==> config.mk <==
export PLATFORM = sky130hd
export DESIGN_NAME = load_store_unit
export DESIGN_NICKNAME = d
export VERILOG_FILES = /design/src/rtl/load_store_unit.sv
export SDC_FILE = /design/constraint.sdc
export NUM_CORES = 1
export LEC_CHECK = 0
export CAP_MARGIN = 25
export CORE_MARGIN = 1.5
export CORE_UTILIZATION = 51
export DETAILED_ROUTE_END_ITERATION = 8
export DONT_BUFFER_PORTS = 1
export PLACE_DENSITY = 0.67
export RECOVER_POWER = 25
export SLEW_MARGIN = 20
export SYNTH_ARGS = -nofsm -noshare
export SYNTH_HDL_FRONTEND = slang
export SYNTH_SLANG_ARGS = --single-unit
export TNS_END_PERCENT = 10
==> constraint.sdc <==
create_clock -name Clock -period 4.5 [get_ports Clock]
set_input_delay 0.675 -clock Clock [delete_from_list [all_inputs] [get_ports Clock]]
set_output_delay 0.675 -clock Clock [all_outputs]
set_load 0.01 [all_outputs]
==> src/rtl/load_store_unit.sv <==
// Memory-stage load/store controller in front of a 16-bit, big-endian, byte-addressed data memory.
// One request outstanding at a time; byte stores are done as read-modify-write.
module load_store_unit #(
    parameter int MEM_BYTES = 128
) (
    input  logic        Clock,
    input  logic        Reset,
    input  logic        ReqValid,
    output logic        ReqReady,
    input  logic [2:0]  Op,
    input  logic [15:0] Base,
    input  logic [15:0] Offset,
    input  logic [15:0] StoreData,
    output logic        RespValid,
    input  logic        RespReady,
    output logic [15:0] RespData,
    output logic        Fault,
    output logic [15:0] MemAdresa,
    output logic [15:0] MemWriteData,
    output logic        MemWrite,
    output logic        MemRead,
    input  logic [15:0] MemReadData,
    output logic [1:0]  DbgState
);

    // Handshakes: a transfer happens on a rising edge where valid and ready are both 1;
    // once raised, valid and its payload stay stable until that edge.

    typedef enum logic [1:0] {
        IDLE   = 2'd0,
        ACCESS = 2'd1,
        RMW_WR = 2'd2,
        RESP   = 2'd3
    } state_t;

    localparam logic [2:0] OP_LW  = 3'b000;
    localparam logic [2:0] OP_LB  = 3'b001;
    localparam logic [2:0] OP_LBU = 3'b010;
    localparam logic [2:0] OP_SW  = 3'b100;
    localparam logic [2:0] OP_SB  = 3'b101;

    localparam logic [15:0] LIM_BYTE = 16'(MEM_BYTES - 1);
    localparam logic [15:0] LIM_WORD = 16'(MEM_BYTES - 2);

    state_t      state_q, state_d;
    logic [2:0]  op_q, op_d;
    logic [15:0] ea_q, ea_d;
    logic [15:0] sdata_q, sdata_d;
    logic [7:0]  low_q, low_d;
    logic [15:0] rdata_q, rdata_d;
    logic        fault_q, fault_d;

    logic [15:0] req_ea;
    logic        req_legal;
    logic        req_byte;
    logic        req_fault;

    assign req_ea    = Base + Offset;
    assign req_legal = (Op == OP_LW) || (Op == OP_LB) || (Op == OP_LBU) ||
                       (Op == OP_SW) || (Op == OP_SB);
    assign req_byte  = (Op == OP_LB) || (Op == OP_LBU);
    assign req_fault = !req_legal || (req_byte ? (req_ea > LIM_BYTE) : (req_ea > LIM_WORD));

    always_ff @(posedge Clock or posedge Reset) begin
        if (Reset) begin
            state_q <= IDLE;
            op_q    <= 3'b000;
            ea_q    <= 16'h0000;
            sdata_q <= 16'h0000;
            low_q   <= 8'h00;
            rdata_q <= 16'h0000;
            fault_q <= 1'b0;
        end else begin
            state_q <= state_d;
            op_q    <= op_d;
            ea_q    <= ea_d;
            sdata_q <= sdata_d;
            low_q   <= low_d;
            rdata_q <= rdata_d;
            fault_q <= fault_d;
        end
    end

    always_comb begin
        state_d = state_q;
        op_d    = op_q;
        ea_d    = ea_q;
        sdata_d = sdata_q;
        low_d   = low_q;
        rdata_d = rdata_q;
        fault_d = fault_q;
        case (state_q)
            IDLE: begin
                if (ReqValid) begin
                    op_d    = Op;
                    ea_d    = req_ea;
                    sdata_d = StoreData;
                    low_d   = 8'h00;
                    rdata_d = 16'h0000;
                    fault_d = req_fault;
                    state_d = req_fault ? RESP : ACCESS;
                end
            end
            ACCESS: begin
                case (op_q)
                    OP_LW:   rdata_d = MemReadData;
                    OP_LB:   rdata_d = {{8{MemReadData[15]}}, MemReadData[15:8]};
                    OP_LBU:  rdata_d = {8'h00, MemReadData[15:8]};
                    // The neighbour byte is captured so the two-byte write leaves it intact.
                    OP_SB:   low_d   = MemReadData[7:0];
                    default: rdata_d = 16'h0000;
                endcase
                state_d = (op_q == OP_SB) ? RMW_WR : RESP;
            end
            RMW_WR: state_d = RESP;
            RESP: begin
                if (RespReady) state_d = IDLE;
            end
            default: state_d = IDLE;
        endcase
    end

    // Memory strobes decode from registered state only, so Reset removes them immediately.
    always_comb begin
        MemAdresa    = 16'h0000;
        MemWriteData = 16'h0000;
        MemWrite     = 1'b0;
        MemRead      = 1'b0;
        case (state_q)
            ACCESS: begin
                MemAdresa = ea_q;
                if (op_q == OP_SW) begin
                    MemWrite     = 1'b1;
                    MemWriteData = sdata_q;
                end else begin
                    MemRead = 1'b1;
                end
            end
            RMW_WR: begin
                MemAdresa    = ea_q;
                MemWrite     = 1'b1;
                MemWriteData = {sdata_q[7:0], low_q};
            end
            default: ;
        endcase
    end

    assign ReqReady  = (state_q == IDLE);
    assign RespValid = (state_q == RESP);
    assign RespData  = rdata_q;
    assign Fault     = fault_q;
    assign DbgState  = state_q;

endmodule

==> qor.tcl, run 1 <==
set qor(synthesis.nets) 517
set qor(timing.critical_path.from_type) {flop}
set qor(share_of_flip_flops_with_an_asynchronous_set_or_reset_after_synthesis_pct) 100
set qor(final_min_period_over_clock_period_pct) 70.4
set qor(die_area_um2) 8330
set qor(post-route-cell-area_um2) 4230
set qor(maxCapViolCount) 0
set qor(timing.setup.critical_path_class) {reg2out}
set qor(postSynthAreaPerCell_um2) 9.33
set qor(final-max-slew-violation-count) 0
set qor(floorplan.core_area_um2) 7410
set qor(fmax_ghz) 0.316
set qor(total_power_mw) 2.75
set qor(grt_overflow_total) 0
set qor(finalSetupViolCount) 0
set qor(final.setup.tns_ns) 0
set qor(design.final.nets) 507
set qor(timing_hold_violations_final) 0
set qor(antenna_found_initial) 0
set qor(final_util_pct) 57.1
set qor(synth_ff_type) {sky130_fd_sc_hd__dfrtp_1}
set qor(clkSinkCount) 62
set qor(cp_data_required_time_ns) 3.83
set qor(grt_first_pass_wirelength_um) 14800
set qor(critical_path.endpoint_type) {primary output}
set qor(htreeDepth) 3
set qor(crit_family) {simple AND/OR/NAND/NOR gates}
set qor(gr-usage-met1_pct) 25.7
set qor(die_x_um) 91.3
set qor(io_pins) 126
set qor(number_of_global_route_vias_before_repair) 3031
set qor(mostFrequentLayoutCell) {sky130_fd_sc_hd__dfrtp_1}
set qor(synthesis.area_um2) 3970
set qor(routed_wl_um) 9130
set qor(synthDistinctLibCells) 57
set qor(drt_iter0_drc) 70
set qor(gr_peak_layer) {met2}
set qor(post_route_cells_drive_above_1_share_pct) 12.1
set qor(yosysWarningCount) 0
set qor(min_path_type) {in2async}
set qor(tightest_slew_ns) 0.830
set qor(drtAntennaViolNets) 0
set qor(route.detailed.drc) 0
set qor(final.min_clock_period_ns) 3.17
set qor(first_pass_iters) 4
set qor(top_library_cells_by_usage_in_the_layout_fill_and_taps_aside) {sky130_fd_sc_hd__dfrtp_1 (62), sky130_fd_sc_hd__nand2_1 (51), sky130_fd_sc_hd__o21ai_0 (39)}
set qor(cts-hold-fix-buffers) 0
set qor(critPathArrivalTime_ns) 2.49
set qor(critical_path_peak_fanout) 17
set qor(route.detailed.wl_per_inst_um) 17.6
set qor(global_route.usage.met3_pct) 5.61
set qor(cpPeakStageDelay_ns) 0.67
set qor(gr-usage-met2_pct) 38.9
set qor(rsz0062_at_grt) {false}
set qor(numCtsBuffers) 9
set qor(post_cts_buffers) 0
set qor(cts_root_buf) {sky130_fd_sc_hd__clkbuf_8}
set qor(syn2layout_area_growth_pct) 6.43
set qor(postSynthCellCount) 426
set qor(cts.repair.resized) 0
set qor(clkLatencyLatePin_ns) 0.33
set qor(clk_pin_slew_ns) 0.06
set qor(leakagePower_nw) 1.76
set qor(avgViaCountPerCell) 6.06
set qor(globalRouteTotalUtil_pct) 22.1
set qor(num_rows) 31
set qor(portBuffers) 0
set qor(initial_utilization_pct) 53.6
set qor(worstPathBufferInverterCount) 1
set qor(vdd_drop_max_v) 0.000217
set qor(synth_enable_flop_cells) 0
set qor(routed-via-count) 3151
set qor(hpwl_after_detailed_placement_um) 6850
set qor(sequence_of_cells_on_the_critical_path) {inv_1, ha_1, and3_1, a22oi_1, nor2b_1}
set qor(cts_tree) {built}
set qor(gp_routability_congestion) 0.830
set qor(die_y_um) 91.3
set qor(max_slew_margin_pct) 44.6
set qor(synth_seq_cells) 62
set qor(yosysSeqAreaShare_pct) 39.1
set qor(antenna_cells) 0
set qor(clock-skew-final_ns) 0.0111
set qor(clockBufferDepth) 2
set qor(grt_max_degree) 63
set qor(p_per_area_nw_per_um2) 651
set qor(outcome) {complete, no violations}
set qor(dpl_cell_area_um2) 4020
set qor(slowest_cp_cell) {sky130_fd_sc_hd__and3_1}
power breakdown:
part / internal, mW / switching, mW / leakage (nW)
combinational: 0.496 / 0.670 / 0.884
clock: 0.286 / 0.210 / 0.0996
sequential: 0.833 / 0.256 / 0.776
logic make-up after synthesis:
group	Yosys count	synth area share, %
mux	34	9.39
fa+ha+maj	20	6.49
flops	62	39.1
buf+inv	33	3.18
simple gates	140	18.7
xor+xnor	10	2.20
compound gates	127	21.0
cell type report:
type / instances / area [µm²]
repair buffers: 2 / 15.0
clock inverters: 3 / 42.5
well taps: 99 / 124
fillers: 686 / 3180
inverters: 10 / 37.5
flip-flops and latches: 62 / 1550
clock buffers: 13 / 159
multi-input cells: 331 / 2300
through the flow:
stage	std cells	hold slack, ns	worst slack [ns]
CTS	520	0.459	1.35
finish	520	0.454	1.33
detailed placement	504	0.462	1.29
floorplan	426	0.442	1.54
global placement	504	0.456	1.39
global route	520	0.471	1.16
worst paths after layout:
path	from	end	slack (ns)	depth (start not counted)
max	DbgState[1]	MemWriteData[0]	1.33	5
min	Reset	ea_q[14]	0.45	2
min reg2reg	ea_q[14]	ea_q[14]	0.47	2
max in group asynchronous	Reset	RespData[15]	3.54	2
max reg2reg	DbgState[0]	sdata_q[3]	1.94	5
min in group Clock	ea_q[14]	ea_q[14]	0.47	2
layer usage:
layer | wire length (µm) | vias to the layer above
li1 | - | 1526
met1 | 3690 | 1513
met2 | 4640 | 95
met3 | 633 | 17
met4 | 168 | 0
met5 | 0 | -
state kept, by name (all words and copies together) (netlist names):
name	flops
RespData	16
ea_q	16
sdata_q	16
low_q	8
op_q	3
DbgState	2
Fault	1
Yosys cell counts, types with 5 or more instances:
cell type / instances / area share [%]
sky130_fd_sc_hd__dfrtp_1: 62 / 39
sky130_fd_sc_hd__nand2_1: 51 / 4.8
sky130_fd_sc_hd__o21ai_0: 39 / 4.9
sky130_fd_sc_hd__mux2_2: 26 / 7.4
sky130_fd_sc_hd__nor2b_1: 21 / 3.3
sky130_fd_sc_hd__a21oi_1: 20 / 2.5
sky130_fd_sc_hd__clkbuf_1: 19 / 1.8
sky130_fd_sc_hd__ha_1: 19 / 6.0
sky130_fd_sc_hd__a22oi_1: 16 / 3.0
sky130_fd_sc_hd__and2_1: 16 / 2.5
sky130_fd_sc_hd__inv_1: 10 / 0.94
sky130_fd_sc_hd__nor2_1: 10 / 0.94
sky130_fd_sc_hd__nor3_1: 10 / 1.3
sky130_fd_sc_hd__a22o_1: 9 / 2.0
sky130_fd_sc_hd__mux2i_1: 8 / 2.0
sky130_fd_sc_hd__nand3_1: 7 / 0.88
sky130_fd_sc_hd__xnor2_1: 5 / 1.1
sky130_fd_sc_hd__xor2_1: 5 / 1.1
No activity file was read; power rests on OpenSTA's default activity.
==> run 2: changes to the inputs <==
--- a/config.mk
+++ b/config.mk
@@ -10,7 +10,7 @@
 export CORE_UTILIZATION = 51
 export DETAILED_ROUTE_END_ITERATION = 8
 export DONT_BUFFER_PORTS = 1
-export PLACE_DENSITY = 0.67
+export PLACE_DENSITY = 0.7
 export RECOVER_POWER = 25
 export SLEW_MARGIN = 20
 export SYNTH_ARGS = -nofsm -noshare
==> constraint.sdc (replaced) <==
create_clock -name Clock -period 2.6 [get_ports Clock]
set_input_delay 0.39 -clock Clock [delete_from_list [all_inputs] [get_ports Clock]]
set_output_delay 0.39 -clock Clock [all_outputs]
set_load 0.01 [all_outputs]
==> qor.tcl, run 2 (synthesis results as in run 1) <==
set qor(slowest_cp_cell) {sky130_fd_sc_hd__dfrtp_1}
set qor(worstRegToRegCells) 5 ;# unchanged
set qor(final_util_pct) 59.7 ;# +2.6 points
set qor(clkSinkCount) 62 ;# unchanged
set qor(grt_overflow_total) 0 ;# unchanged
set qor(clk_pin_slew_ns) 0.07 ;# about the same
set qor(hpwl_after_detailed_placement_um) 7250 ;# +5.8%
set qor(rr_startpoint) {op_q[0]}
set qor(route.detailed.drc) 0 ;# unchanged
set qor(power_frac_comb_pct) 44.1 ;# +1.7 points
set qor(die_y_um) 91.3 ;# unchanged
set qor(syn2layout_area_growth_pct) 11.3
set qor(worstPathBufferInverterCount) 2 ;# +1
set qor(p_clk_share_pct) 18.6 ;# +0.6 points
set qor(fmax_ghz) 0.429
set qor(total_power_mw) 4.95 ;# +80%
set qor(drt_iter0_drc) 100 ;# +43%
set qor(outcome) {complete, no violations}
set qor(num_rows) 31 ;# unchanged
set qor(antenna_cells) 0 ;# unchanged
set qor(timing.rr.end) {low_q[3]}
set qor(globalRouteTotalUtil_pct) 23.3 ;# +1.1 points
set qor(sequence_of_cells_on_the_critical_path) {inv_1, ha_1, and3_1, buf_4, a22oi_1, nor2b_1}
set qor(cpPeakStageDelay_ns) 0.46 ;# -0.21 ns
set qor(timing.setup.critical_path_class) {reg2out}
set qor(numCtsBuffers) 9 ;# unchanged
set qor(clockBufferDepth) 2 ;# unchanged
set qor(grt_first_pass_wirelength_um) 15600 ;# +5.9%
set qor(gr_peak_layer) {met2}
set qor(internal_power_mw) 2.95 ;# +82%
set qor(die_area_um2) 8330 ;# unchanged
set qor(cts_root_buf) {sky130_fd_sc_hd__clkbuf_8}
set qor(io_pins) 126 ;# unchanged
set qor(portBuffers) 0 ;# unchanged
set qor(final_min_period_over_clock_period_pct) 89.7
set qor(switching_share_pct) 40.5 ;# -0.79 points
set qor(final.min_clock_period_ns) 2.33
set qor(cts_tree) {built}
set qor(switching_power_mw) 2.01 ;# +77%
set qor(worstHoldStart) {ReqValid}
set qor(rsz0062_at_grt) {false}
set qor(critPathArrivalTime_ns) 1.94 ;# -0.55 ns
set qor(final-max-slew-violation-count) 0 ;# unchanged
set qor(p_per_area_nw_per_um2) 1120 ;# +72%
set qor(mostFrequentLayoutCell) {sky130_fd_sc_hd__dfrtp_1}
set qor(gr-usage-met2_pct) 39.7 ;# +0.87 points
set qor(max_slew_margin_pct) 22.0 ;# -23 points
set qor(post_route_cells_drive_above_1_share_pct) 16.7 ;# +4.6 points
set qor(routed_wl_um) 9390 ;# +2.9%
set qor(top_library_cells_by_usage_in_the_layout_fill_and_taps_aside) {sky130_fd_sc_hd__dfrtp_1 (62), sky130_fd_sc_hd__nand2_1 (51), sky130_fd_sc_hd__o21ai_0 (39)}
set qor(gp_routability_congestion) 0.841 ;# +1.3%
set qor(gr-usage-met1_pct) 28.3 ;# +2.6 points
set qor(finalHoldWorstSlack_ns) 0.192 ;# -0.262 ns
set qor(antenna_found_initial) 0 ;# unchanged
set qor(tightest_slew_ns) 1.17 ;# +0.341 ns
set qor(maxCapViolCount) 0 ;# unchanged
set qor(timing.hold.worst_path_depth) 1
set qor(htreeDepth) 3 ;# unchanged
set qor(grt_max_degree) 35 ;# -44%
set qor(critical_path_peak_fanout) 17 ;# unchanged
set qor(worst_case_hold_path_end_point) {ea_q[13]}
set qor(vdd_drop_max_v) 0.000433 ;# +99%
set qor(routed-via-count) 3293 ;# +4.5%
set qor(regToRegSetupSlack_ns) 0.53 ;# -1.41 ns
set qor(timing.critical_path.from_type) {flop}
set qor(fill_cells) 662 ;# -3.5%
set qor(design.final.nets) 530 ;# +4.5%
set qor(global_route.usage.met3_pct) 5.28 ;# -0.34 points
set qor(cp_data_required_time_ns) 2.21 ;# -1.62 ns
set qor(initial_utilization_pct) 53.6 ;# unchanged
set qor(min_path_type) {in2reg}
set qor(floorplan.core_area_um2) 7410 ;# unchanged
set qor(number_of_global_route_vias_before_repair) 3270 ;# +7.9%
set qor(cts.repair.resized) 0 ;# unchanged
set qor(route.detailed.wl_per_inst_um) 17.3 ;# -1.5%
set qor(die_x_um) 91.3 ;# unchanged
set qor(finalSetupViolCount) 0 ;# unchanged
set qor(clock-skew-final_ns) 0.00457 ;# -0.00654 ns
set qor(avgViaCountPerCell) 6.06 ;# about the same
set qor(critical_path.endpoint_type) {primary output}
set qor(leakagePower_nw) 1.88 ;# +6.9%
set qor(first_pass_iters) 4 ;# unchanged
set qor(crit_family) {flip-flops}
set qor(drtAntennaViolNets) 0 ;# unchanged
set qor(seqPwrFrac_pct) 37.3 ;# -2.3 points
set qor(timing_hold_violations_final) 0 ;# unchanged
set qor(clkLatencyLatePin_ns) 0.33 ;# about the same
==> run 2: cell count changes in the layout (fill, tap and decap cells not counted), sizes merged <==
cell         change
clkinv           +1
buf             +21
dlygate4sd3      +1
clkinvlp         -1
bufinv           +1
==> run 2: per-layer routing <==
metal  vias to the layer above  part of all wire [%]
li1                       1574                     -
met1                      1606                    42
met2                       103                    50
met3                        10                   6.4
met4                         0                   1.1
met5                         -                     0
==> run 2: power by group through the flow <==
| stage | Combinational, mW | Sequential [mW] | Clock, mW |
|---|---|---|---|
| 2_1_floorplan | 1.76 | 1.74 | 0 |
| 3_3_place_gp | 2.12 | 1.84 | 0 |
| 3_5_place_dp | 2.19 | 1.87 | 0 |
| 4_1_cts | 2.19 | 1.85 | 0.940 |
| 5_1_grt | 2.43 | 1.91 | 0.981 |
| 6_report | 2.18 | 1.85 | 0.921 |
==> run 2: timing repair <==
action,4_1_cts,5_1_grt
endpoints found under the hold margin,17,0
hold buffers,1,0
buffers inserted,0,0
==> run 2: metrics by stage <==
| step | cells | setup slack [ns] | instance area (µm²) | setup TNS, ns |
|---|---|---|---|---|
| 2_1_floorplan | 426 | 0.0106 | 3990 | 0 |
| 3_3_place_gp | 526 | 0.00365 | 4200 | 0 |
| 3_5_place_dp | 526 | -0.0352 | 4200 | -0.0442 |
| 4_1_cts | 543 | 0.225 | 4430 | 0 |
| 5_1_grt | 543 | 0.0352 | 4420 | 0 |
| 6_report | 543 | 0.267 | 4420 | 0 |
==> run 2: how the worst max path moves through the flow <==
stage | start | endpoint | slack (ns) | cells after the start
2_1_floorplan | Base[0] | DbgState[1] | 0.01 | 11
3_3_place_gp | Base[0] | DbgState[1] | 0.004 | 11
5_1_grt | Base[0] | Fault | 0.04 | 12
6_report | DbgState[1] | MemWriteData[8] | 0.27 | 6
3_5_place_dp | Base[0] | DbgState[1] | -0.04 | 11
4_1_cts | DbgState[1] | MemWriteData[8] | 0.22 | 6
==> run 2: area by class of cell <==
class,count,area [µm²],area share [%]
clock buffer,12,145,3.28
clock inverter,4,70.1,1.58
inverter,10,37.5,0.849
multi-input combinational,331,2310,52.2
sequential,62,1550,35.1
tap,99,124,2.80
timing repair buffer,25,186,4.21
==> run 3: changes to the inputs <==
--- a/config.mk
+++ b/config.mk
@@ -7,11 +7,11 @@
 export LEC_CHECK = 0
 export CAP_MARGIN = 25
 export CORE_MARGIN = 1.5
-export CORE_UTILIZATION = 51
+export CORE_UTILIZATION = 50
 export DETAILED_ROUTE_END_ITERATION = 8
 export DONT_BUFFER_PORTS = 1
-export PLACE_DENSITY = 0.7
-export RECOVER_POWER = 25
+export PLACE_DENSITY = 0.69
+export RECOVER_POWER = 50
 export SLEW_MARGIN = 20
 export SYNTH_ARGS = -nofsm -noshare
 export SYNTH_HDL_FRONTEND = slang
==> constraint.sdc (replaced) <==
create_clock -name Clock -period 2.6 [get_ports Clock]
set_input_delay 0.39 -clock Clock [delete_from_list [all_inputs] [get_ports Clock]]
set_output_delay 0.39 -clock Clock [all_outputs]
set_load 0.005 [all_outputs]
==> qor.tcl, run 3 (synthesis results as in run 1) <==
set qor(grt_overflow_total) 0 ;# unchanged
set qor(avgViaCountPerCell) 5.89 ;# -2.9%
set qor(critical_path.endpoint_type) {flop}
set qor(switching_power_mw) 1.88 ;# -6.1%
set qor(detailroute.wirelength.met3_um) 698 ;# +16%
set qor(routed_wl_um) 9480 ;# +0.89%
set qor(clkLatencyLatePin_ns) 0.34 ;# about the same
set qor(stdcell_count) 545 ;# +0.37%
set qor(floorplan.core_area_um2) 7730 ;# +4.3%
set qor(routed-via-count) 3210 ;# -2.5%
set qor(leakagePower_nw) 1.87 ;# -0.45%
set qor(die_y_um) 92.1 ;# +0.96%
set qor(antenna_found_initial) 0 ;# unchanged
set qor(num_rows) 32 ;# +3.2%
set qor(die_x_um) 92.1 ;# +0.96%
set qor(switching_share_pct) 39.2 ;# -1.3 points
set qor(grt_max_degree) 33 ;# -5.7%
set qor(drtAntennaViolNets) 0 ;# unchanged
set qor(hpwl_after_detailed_placement_um) 7300 ;# +0.57%
set qor(globalRouteTotalUtil_pct) 22.4 ;# -0.92 points
set qor(seqPwrFrac_pct) 36.9 ;# -0.4 points
set qor(post_route_cells_drive_above_1_share_pct) 17.2 ;# +0.49 points
set qor(clock-skew-final_ns) 0.0101 ;# +0.00557 ns
set qor(rsz0062_at_grt) {false}
set qor(maxCapViolCount) 0 ;# unchanged
set qor(internal_power_mw) 2.92 ;# -0.88%
set qor(htreeDepth) 3 ;# unchanged
set qor(final_min_period_over_clock_period_pct) 90.7 ;# +0.92 points
set qor(wl_met1_um) 3780 ;# -4.2%
set qor(initial_utilization_pct) 51.4 ;# -2.2 points
set qor(cts-hold-fix-buffers) 0 ;# -1
set qor(max_slew_margin_pct) 21.4 ;# -0.53 points
set qor(vdd_drop_max_v) 0.000326 ;# -25%
set qor(cts_tree) {built}
set qor(die_area_um2) 8490 ;# +1.9%
set qor(outcome) {complete, no violations}
set qor(first_pass_iters) 4 ;# unchanged
set qor(mostFrequentLayoutCell) {sky130_fd_sc_hd__dfrtp_1}
set qor(numCtsBuffers) 9 ;# unchanged
set qor(clockBufferDepth) 2 ;# unchanged
set qor(timing_hold_violations_final) 0 ;# unchanged
set qor(met2WireLength_um) 4880 ;# +2.9%
set qor(p_per_area_nw_per_um2) 1090 ;# -2.8%
set qor(cts_root_buf) {sky130_fd_sc_hd__clkbuf_8}
set qor(io_pins) 126 ;# unchanged
set qor(critPathArrivalTime_ns) 2.57 ;# +0.63 ns
set qor(portBuffers) 0 ;# unchanged
set qor(design.final.nets) 529 ;# -0.19%
set qor(final.setup.tns_ns) 0 ;# unchanged
set qor(antenna_cells) 0 ;# unchanged
set qor(clkSinkCount) 62 ;# unchanged
set qor(tightest_slew_ns) 1.18 ;# +0.00667 ns
set qor(grt_first_pass_wirelength_um) 15000 ;# -4.2%
set qor(min_path_type) {in2reg}
set qor(post_cts_buffers) 0 ;# unchanged
set qor(route.detailed.wl_per_inst_um) 17.4 ;# +0.52%
set qor(route.detailed.drc) 0 ;# unchanged
set qor(syn2layout_area_growth_pct) 11.1
set qor(timing.setup.critical_path_class) {reg2reg}
set qor(critical_path_peak_fanout) 24 ;# +7
set qor(p_clk_share_pct) 18.7 ;# about the same
set qor(final-max-slew-violation-count) 0 ;# unchanged
set qor(dp_cells) 529 ;# +0.57%
set qor(total_power_mw) 4.80 ;# -3.0%
set qor(clk_pin_slew_ns) 0.07 ;# about the same
set qor(power_frac_comb_pct) 44.4 ;# +0.3 points
set qor(gp_routability_congestion) 0.822 ;# -2.2%
set qor(number_of_global_route_vias_before_repair) 3218 ;# -1.6%
set qor(drt_iter0_drc) 86 ;# -14%
set qor(cts.repair.resized) 0 ;# unchanged
set qor(route.top_layer_used) {met4}
set qor(top_library_cells_by_usage_in_the_layout_fill_and_taps_aside) {sky130_fd_sc_hd__dfrtp_1 (62), sky130_fd_sc_hd__nand2_1 (51), sky130_fd_sc_hd__o21ai_0 (39)}
set qor(final_util_pct) 57.1 ;# -2.6 points
set qor(cp_data_required_time_ns) 2.81 ;# +0.60 ns
set qor(final.min_clock_period_ns) 2.36 ;# +0.0240 ns
set qor(timing.critical_path.from_type) {flop}
set qor(finalSetupViolCount) 0 ;# unchanged
set qor(fill_cells) 711 ;# +7.4%
set qor(fmax_ghz) 0.424 ;# -1.0%
==> run 3: stage by stage <==
step	hold WS, ns	area (µm²)	setup WS [ns]
finish	0.184	4420	0.243
global route	0.178	4420	0.0489
CTS	0.0395	4440	0.278
detailed placement	0.407	4220	-0.0585
global placement	0.405	4220	0.00756
floorplan	0.442	3990	0.0106
==> run 3: worst max-delay path, cell delays in order (launching register included) <==
cell and delay [ns]:
sky130_fd_sc_hd__dfrtp_1 0.45, sky130_fd_sc_hd__inv_1 0.11, sky130_fd_sc_hd__ha_1 0.22, sky130_fd_sc_hd__buf_4 0.18
sky130_fd_sc_hd__nand2_1 0.12, sky130_fd_sc_hd__clkbuf_1 0.75, sky130_fd_sc_hd__mux2_2 0.41
==> run 3: metal layers <==
layer / global-route usage (%) / up-vias
met5: 0 / -
met4: 8.97 / 0
met3: 5.89 / 8
met2: 40.5 / 91
met1: 24.7 / 1539
li1: - / 1572
==> run 3: worst paths after layout <==
| check | from | endpoint | slack (ns) | cells past startpoint |
|---|---|---|---|---|
| min in group asynchronous | Reset | ea_q[13] | 0.25 | 1 |
| max reg2reg | DbgState[0] | ea_q[7] | 0.24 | 6 |
| min | ReqValid | ea_q[13] | 0.18 | 1 |
| min reg2reg | ea_q[5] | ea_q[5] | 0.48 | 2 |
| max in group asynchronous | Reset | sdata_q[1] | 0.94 | 2 |
| max | DbgState[0] | ea_q[7] | 0.24 | 6 |
==> run 3: power groups by stage <==
stage | Sequential [mW] | Clock, mW | Combinational [mW]
6_report | 1.77 | 0.899 | 2.14
3_5_place_dp | 1.79 | 0 | 2.14
4_1_cts | 1.77 | 0.911 | 2.14
3_3_place_gp | 1.77 | 0 | 2.08
5_1_grt | 1.83 | 0.962 | 2.36
2_1_floorplan | 1.69 | 0 | 1.66
==> run 3: final cells by class <==
type                       instances  area, µm²  share of cell area, %
multi-input combinational        331       2310                   52.2
clock buffer                      12        165                   3.74
sequential                        62       1550                   35.1
timing repair buffer              24        174                   3.94
inverter                          10       37.5                  0.850
clock inverter                     4       53.8                   1.22
tap                              102        128                   2.89
